File: config.mk
export PLATFORM = sky130hd
export DESIGN_NAME = iq_frame_packer
export DESIGN_NICKNAME = d
export VERILOG_FILES = /design/src/rtl/iq_frame_packer.sv
export SDC_FILE = /design/constraint.sdc
export NUM_CORES = 1
export LEC_CHECK = 0
export ABC_CLOCK_PERIOD_IN_PS = 2700
export BUFFER_PORTS_ARGS = -buffer_cell sky130_fd_sc_hd__buf_2
export CORE_UTILIZATION = 49
export CTS_CLUSTER_DIAMETER = 120
export DETAILED_ROUTE_END_ITERATION = 12
export HOLD_SLACK_MARGIN = 0.03
export PLACE_DENSITY = 0.9
export SYNTH_ARGS = -nofsm -noshare
export SYNTH_HDL_FRONTEND = slang
export SYNTH_SLANG_ARGS = --single-unit
export TNS_END_PERCENT = 10
File: constraint.sdc
create_clock -name clk -period 2.7 [get_ports clk]
set_input_delay 0.27 -clock clk [delete_from_list [all_inputs] [get_ports clk]]
set_output_delay 0.27 -clock clk [all_outputs]
set_load 0.01 [all_outputs]
File: src/rtl/iq_frame_packer.sv
// iq_frame_packer: packs I/Q sample groups into framed words for a
// word-acknowledged serializer. Every message starts with GAP_WORDS zero
// words before each sample group, continues with one frame per channel and
// ends with an end marker word.
//
// Build option: define IQ_FRAME_PACKER_PARITY_EN to carry even-parity bits
// (XOR of the field) in the tI/tQ positions. Without it, tI=1 and tQ=0.
module iq_frame_packer #(
  parameter int SAMPLE_W  = 13,
  parameter int NUM_CH    = 1,
  parameter int GAP_WORDS = 8,
  localparam int FRAME_W  = 2*SAMPLE_W+6
) (
  input  logic                       clk,
  input  logic                       reset_n,
  input  logic                       start,
  input  logic                       s_valid,
  input  logic                       s_last,
  input  logic [NUM_CH*SAMPLE_W-1:0] s_i,
  input  logic [NUM_CH*SAMPLE_W-1:0] s_q,
  output logic                       s_ready,
  input  logic                       word_ack,
  output logic [FRAME_W-1:0]         word,
  output logic                       busy,
  output logic                       done
);

  localparam int BUS_W = NUM_CH*SAMPLE_W;
  localparam logic [7:0] GAP_LAST = 8'(GAP_WORDS-1);
  localparam logic [2:0] CH_LAST  = 3'(NUM_CH-1);
  localparam logic [FRAME_W-1:0] END_MARK =
    {2'b10, {(SAMPLE_W+1){1'b0}}, 2'b01, {(SAMPLE_W+1){1'b0}}};

  typedef enum logic [1:0] {
    ST_IDLE     = 2'd0,
    ST_PREPARE  = 2'd1,
    ST_TRANSMIT = 2'd2,
    ST_TAIL     = 2'd3
  } state_t;

  // Even parity over one sample field.
  function automatic logic field_parity(input logic [SAMPLE_W-1:0] f);
    return ^f;
  endfunction

  // Build one data frame from an I/Q pair.
  function automatic logic [FRAME_W-1:0] make_frame(input logic [SAMPLE_W-1:0] i_s,
                                                     input logic [SAMPLE_W-1:0] q_s);
    logic t_i;
    logic t_q;
`ifdef IQ_FRAME_PACKER_PARITY_EN
    t_i = field_parity(i_s);
    t_q = field_parity(q_s);
`else
    t_i = 1'b1;
    t_q = 1'b0;
`endif
    return {2'b10, i_s, t_i, 2'b01, q_s, t_q};
  endfunction

  state_t             state_q, state_d;
  logic               pending_q, pending_d;
  logic [7:0]         gap_cnt_q, gap_cnt_d;
  logic [2:0]         ch_q, ch_d;
  logic               last_q, last_d;
  logic [BUS_W-1:0]   i_lat_q, i_lat_d;
  logic [BUS_W-1:0]   q_lat_q, q_lat_d;
  logic [FRAME_W-1:0] word_q, word_d;
  logic               busy_q, busy_d;
  logic               done_q, done_d;
  logic [2:0]         ch_nxt;

  // A group is taken only in the ack cycle that completes the gap.
  assign s_ready = (state_q == ST_PREPARE) && (gap_cnt_q == GAP_LAST) && word_ack;

  assign word = word_q;
  assign busy = busy_q;
  assign done = done_q;

  // Next-state logic: everything advances on word_ack except start capture in IDLE.
  always_comb begin
    state_d   = state_q;
    pending_d = pending_q;
    gap_cnt_d = gap_cnt_q;
    ch_d      = ch_q;
    last_d    = last_q;
    i_lat_d   = i_lat_q;
    q_lat_d   = q_lat_q;
    word_d    = word_q;
    done_d    = 1'b0;
    ch_nxt    = ch_q + 3'd1;
    case (state_q)
      ST_IDLE: begin
        word_d = {FRAME_W{1'b0}};
        if (word_ack && pending_q) begin
          pending_d = 1'b0;
          gap_cnt_d = 8'd0;
          state_d   = ST_PREPARE;
        end else if (start) begin
          pending_d = 1'b1;
        end else begin
          pending_d = pending_q;
        end
      end
      ST_PREPARE: begin
        word_d = {FRAME_W{1'b0}};
        if (word_ack) begin
          if (gap_cnt_q != GAP_LAST) begin
            gap_cnt_d = gap_cnt_q + 8'd1;
          end else if (s_valid) begin
            // Underflow simply keeps us here sending zeros, no new gap.
            i_lat_d = s_i;
            q_lat_d = s_q;
            last_d  = s_last;
            ch_d    = 3'd0;
            word_d  = make_frame(s_i[SAMPLE_W-1:0], s_q[SAMPLE_W-1:0]);
            state_d = ST_TRANSMIT;
          end else begin
            state_d = ST_PREPARE;
          end
        end else begin
          state_d = ST_PREPARE;
        end
      end
      ST_TRANSMIT: begin
        if (word_ack) begin
          if (ch_q < CH_LAST) begin
            ch_d   = ch_nxt;
            word_d = make_frame(i_lat_q[int'(ch_nxt)*SAMPLE_W +: SAMPLE_W],
                                q_lat_q[int'(ch_nxt)*SAMPLE_W +: SAMPLE_W]);
          end else if (last_q) begin
            word_d  = END_MARK;
            state_d = ST_TAIL;
          end else begin
            word_d    = {FRAME_W{1'b0}};
            gap_cnt_d = 8'd0;
            state_d   = ST_PREPARE;
          end
        end else begin
          state_d = ST_TRANSMIT;
        end
      end
      ST_TAIL: begin
        // start is deliberately not looked at here.
        if (word_ack) begin
          word_d  = {FRAME_W{1'b0}};
          done_d  = 1'b1;
          last_d  = 1'b0;
          state_d = ST_IDLE;
        end else begin
          state_d = ST_TAIL;
        end
      end
      default: begin
        word_d  = {FRAME_W{1'b0}};
        state_d = ST_IDLE;
      end
    endcase
    busy_d = (state_d != ST_IDLE);
  end

  // State and output registers; reset clears everything, even mid-message.
  always_ff @(posedge clk or negedge reset_n) begin
    if (!reset_n) begin
      state_q   <= ST_IDLE;
      pending_q <= 1'b0;
      gap_cnt_q <= 8'd0;
      ch_q      <= 3'd0;
      last_q    <= 1'b0;
      i_lat_q   <= {BUS_W{1'b0}};
      q_lat_q   <= {BUS_W{1'b0}};
      word_q    <= {FRAME_W{1'b0}};
      busy_q    <= 1'b0;
      done_q    <= 1'b0;
    end else begin
      state_q   <= state_d;
      pending_q <= pending_d;
      gap_cnt_q <= gap_cnt_d;
      ch_q      <= ch_d;
      last_q    <= last_d;
      i_lat_q   <= i_lat_d;
      q_lat_q   <= q_lat_d;
      word_q    <= word_d;
      busy_q    <= busy_d;
      done_q    <= done_d;
    end
  end

endmodule

* Yosys cells after proc, flatten, opt, wreduce, memory -nomap -nowiden
Cells that the tools add are included.
** Word-level totals
- Output and inout bits :: 35
- Bits in registers :: 75
- Logic and storage cells :: 86
** Cells by class
- Bitwise gates (word level) :: 1
- Shift operators :: 2
- Equality and inequality tests :: 15
- Multipliers :: 1
- Magnitude comparators :: 1
- Reductions and logical operators :: 15
- Muxes and demuxes :: 39
- $add $sub $neg :: 2
** Operator list (count)
- $mux 32 :: 7
- $pmux 32 s4 :: 1
- $mux 8 :: 6
- $shiftx 13x32->13 :: 1
- $pmux 8 s3 :: 1
- $ne 2x2->1 const B :: 9
- $mux 2 :: 8
- $mux 3 :: 5
- $shiftx 13x8->13 :: 1
- $add 8x1->8 const B :: 1
- $eq 8x3->1 const B :: 1
- $mux 1 :: 8
- $ne 8x3->1 const B :: 1
- $pmux 2 s4 :: 1
- $reduce_bool 2->1 :: 4
- $mul 3x4->7 const B :: 1
- $reduce_and 7->1 :: 1
- $pmux 3 s2 :: 1
- $reduce_and 6->1 :: 1
- $reduce_and 5->1 :: 1
- $eq 2x2->1 const B :: 2
- $reduce_and 2->1 :: 2
- $reduce_and 4->1 :: 1
- $add 3x1->3 const B :: 1
- 8 further kinds :: 10

* Longest topological paths before layout
- Word-level depth :: 6
- Depth in mapped cells :: 8
- Gate-level depth less buffers :: 7

* Worst setup path after synthesis
OpenSTA, ideal clock, no wires.
- Kind :: reg2reg
- Start :: reg state_q[0]
- End :: reg gap_cnt_q[7]
- Arrival :: 1.871 ns
- Cell stages (with the launch flop) :: 7
- Setup time :: 0.066 ns
- Path buffers :: 0
- Setup slack :: 0.763 ns
- Period minus slack after synthesis :: 1.937 ns
- Path through :: dfrtp_1 -> inv_1 -> ha_1 -> a221o_1 -> a21o_1 -> or4_1 -> nand2_1
** On the way
- Cells in the longest elaborated chain, start to end :: 3
- Elaborated cells between the ends (all ways) :: 12
** Ends and longest elaborated chain
- start, declared :: line 61 : state_t state_q, state_d;
- start signal, assigned :: line 176 : state_q <= state_d;
- $eq 2x2->1, or another cell as far along :: line 92 : case (state_q)
- $ne 2x2->1 (no source line), or another cell as far along
- $reduce_and 7->1 (no source line)
- end signal, assigned :: line 178 : gap_cnt_q <= gap_cnt_d;
- end, declared :: line 63 : logic [7:0] gap_cnt_q, gap_cnt_d;
Several ways; a longest one is shown, not always the timed one.
A chain may end at the register's enable or synchronous reset.

* Final worst setup path
Same ends and word-level chain as after synthesis.

==> results.yml <==
sta:
  setup_viol: 0
  slew_violations: 0
  worstMarginPinSlew_ps: 884.3
  hold_viol_final: 0
  min_period_over_period: 0.8032
  fin_setup_tns_ps: 0
  fin_crit_ps: 2169
  rsz0062_at_grt: "no"
  fin_skew_ps: 3.913
  max-slew-margin-rel: 0.4105
  fmax_ghz: 0.4611
floorplanning:
  rows: 22
  die_y_um: 64.45
  core-area_um2: 3689
  start_util: 0.5180
  dieArea_um2: 4153
  die_w_um: 64.45
  io_pins: 67
setup_path:
  cpPeakStageDelay_ps: 500
  startpoint: "state_q[0]"
  criticalPathCategory: "register to register"
  crit_fanout: 8
  cp-endpoint: "gap_cnt_q[7]"
  cp_data_arrival_time_ps: 2400
  cp-start-kind: "register"
  crit_path_end_kind: "register"
  r2r_cells: 6
  rr_startpoint: "state_q[0]"
  timing.critical_path.cells: "inv_1, ha_1, a221o_1, a21o_1, or4_1, nand2_1"
  worst_path_max_delay_cell: "a221o_1"
  ff2ff_setup_slack_ps: 530
  r2r_end: "gap_cnt_q[7]"
  crit_required_ps: 2930
drt:
  drtAntennaViolNets: 0
  wire_per_inst_um: 14.51
  wl_mm: 4.091
  route.detailed.drc: 0
  drt-initial-drc-count: 91
  vias: 1598
  routed_via_density: 5.667
  first_pass_iters: 4
run:
  drv_cap: 0
clock_tree:
  clock_sinks: 42
  numCtsBuffers: 5
  clk_latency_ps: 290
  cts_tree: "done"
  cts-root-buf: "clkbuf_8"
  ctsHoldBuffers: 0
  clockBufferDepth: 2
  path_clk_slew_ps: 80
  cts_resized: 0
  cts_htree_levels: 2
  post_cts_buffers: 0
yosys:
  syn_avg_cell_area_um2: 11.31
  synth-seq-area-share: 0.5501
  async_flop_share: 1.000
  synth_top_cell_area_share: 0.5501
  ys_types: 37
  synth_ff_type: "dfrtp_1"
  yosys_warnings: 0
  syn_area_um2: 1911
  synthCells: 169
  synth_edf_count: 0
  yosys-top-cells-area: "dfrtp_1, a22o_1, ha_1, nand2_1, nor2_1"
  synth_top_area_cell: "dfrtp_1"
  yosys_register_bits: 42
place:
  dp_hpwl_mm: 2.949
  gp_congestion: 0.8421
  port_buffers: 63
worst_hold_path:
  min_path_type: "primary input to asynchronous set/reset pin"
power:
  peakVddDrop_v: 0.0003198
  switching_power_mw: 0.6218
  intPower_mw: 1.051
  clkPwrFrac: 0.234
  p_seq_frac: 0.436
  p_sw_frac: 0.3717
  p_comb_frac: 0.330
  power_mw: 1.673
  power_density_nw_per_um2: 714.2
  power_leakage_nw: 1.225
global_route:
  busiest_layer: "met2"
  gr-total-overflow: 0
  grt_pass1_wl_mm: 6.644
  grt.total_usage: 0.2130
  met3_usage: 0.06514
  grt_pass1_vias: 1483
  use_met1: 0.2713
  antenna_found_initial: 0
  grt_max_degree: 43
  use_met2: 0.3355
finish:
  nets: 271
  n_fill_cell: 307
  layout-drive-gt1-share: 0.3248
  utilization: 0.6350
  area_growth_pct: 22.59
  insertedDiodeCount: 0
status:
  status: "finished, final reports clean"
## power by group through the flow
stage	clock, mW	sequential [mW]	combinational, mW
CTS	0.399	0.730	0.547
detailed placement	0	0.743	0.542
global placement	0	0.737	0.512
floorplan	0	0.736	0.394
global route	0.436	0.741	0.608
finish	0.391	0.730	0.552
## cells in the final DEF (no fill, tap or decap), types with 2 or more instances in the layout
cell	instances
buf_2	63
dfrtp_1	42
a22o_1	27
nand2_1	16
nor2_1	12
o21ai_1	6
ha_1	6
a21oi_1	5
nand3_1	5
xnor2_1	5
clkbuf_8	5
inv_1	4
nor3_1	3
a211oi_1	3
conb_1	3
and2_1	2
o31ai_1	2
a21o_1	2
buf_4	2
## worst max-delay path: cells and delay by family (launching register included)
kind | cells | cell delay (ps)
AOI/OAI and AO/OA | 2 | 760
adders and majority gates | 1 | 280
buffers and inverters | 1 | 120
DFF | 1 | 380
and+or+nand+nor | 2 | 570
## metal layers
layer / vias up / routed length [um]
li1: 742 / -
met1: 784 / 1762
met2: 63 / 1995
met3: 9 / 251
met4: 0 / 81
met5: - / 0
## layout make-up
type / count / area (um^2) / share of cell area
clock buffers: 6 / 72.57 / 0.03098
clock inverters: 2 / 13.76 / 0.005876
inverters: 4 / 15.01 / 0.006410
multi-input cells: 115 / 799.5 / 0.3413
flip-flops and latches: 42 / 1051 / 0.4487
well taps: 48 / 60.06 / 0.02564
repair buffers: 65 / 330.3 / 0.1410
## worst min-delay path by stage
stage	cells past startpoint	slack (ps)	from	to
final	1	90	reset_n	done
after floorplan	0	-30	reset_n	busy
after global placement	1	450	reset_n	done
after global routing	1	160	reset_n	done
after CTS	1	120	reset_n	done
after detailed placement	1	440	reset_n	done
## logic make-up (layout without fill, tap and decap cells)
logic type | count (synthesis) | after routing | synth area share
compound gates | 53 | 53 | 0.2200
simple gates | 48 | 48 | 0.1290
flops | 42 | 42 | 0.5501
buf+inv | 14 | 77 | 0.03667
fa+ha+maj | 6 | 6 | 0.03929
xor+xnor | 5 | 5 | 0.02292
other cells | 1 | 3 | 0.001963
## stage by stage
stage | hold WS, ps | worst slack (ps) | instance area (um^2) | instances
3_3_place_gp | 445.0 | 682.2 | 2256 | 274
4_1_cts | 118.7 | 539.8 | 2342 | 282
3_5_place_dp | 437.5 | 563.5 | 2256 | 274
6_report | 90.37 | 531.3 | 2342 | 282
5_1_grt | 158.6 | 468.3 | 2342 | 282
2_1_floorplan | -25.59 | 763.0 | 1918 | 171
## cells in the mapped netlist, types with 2 or more instances
cell and instances:
o31ai_1 2, a21o_1 2, a22o_1 27, a21oi_1 5, o21ai_1 6, a211oi_1 3
nand2_1 16, xnor2_1 5, dfrtp_1 42, nand3_1 5, ha_1 6, clkbuf_1 3
nor3_1 3, nor2_1 13, buf_4 4, inv_1 4, and2_1 2, buf_2 2
## flip-flops by register name, indices dropped and copies added, names as in the netlist
signal / count
done: 1
pending_q: 1
gap_cnt_q: 8
state_q: 2
last_q: 1
word: 28
busy: 1
Note: power is estimated with default switching activity, not from simulation.
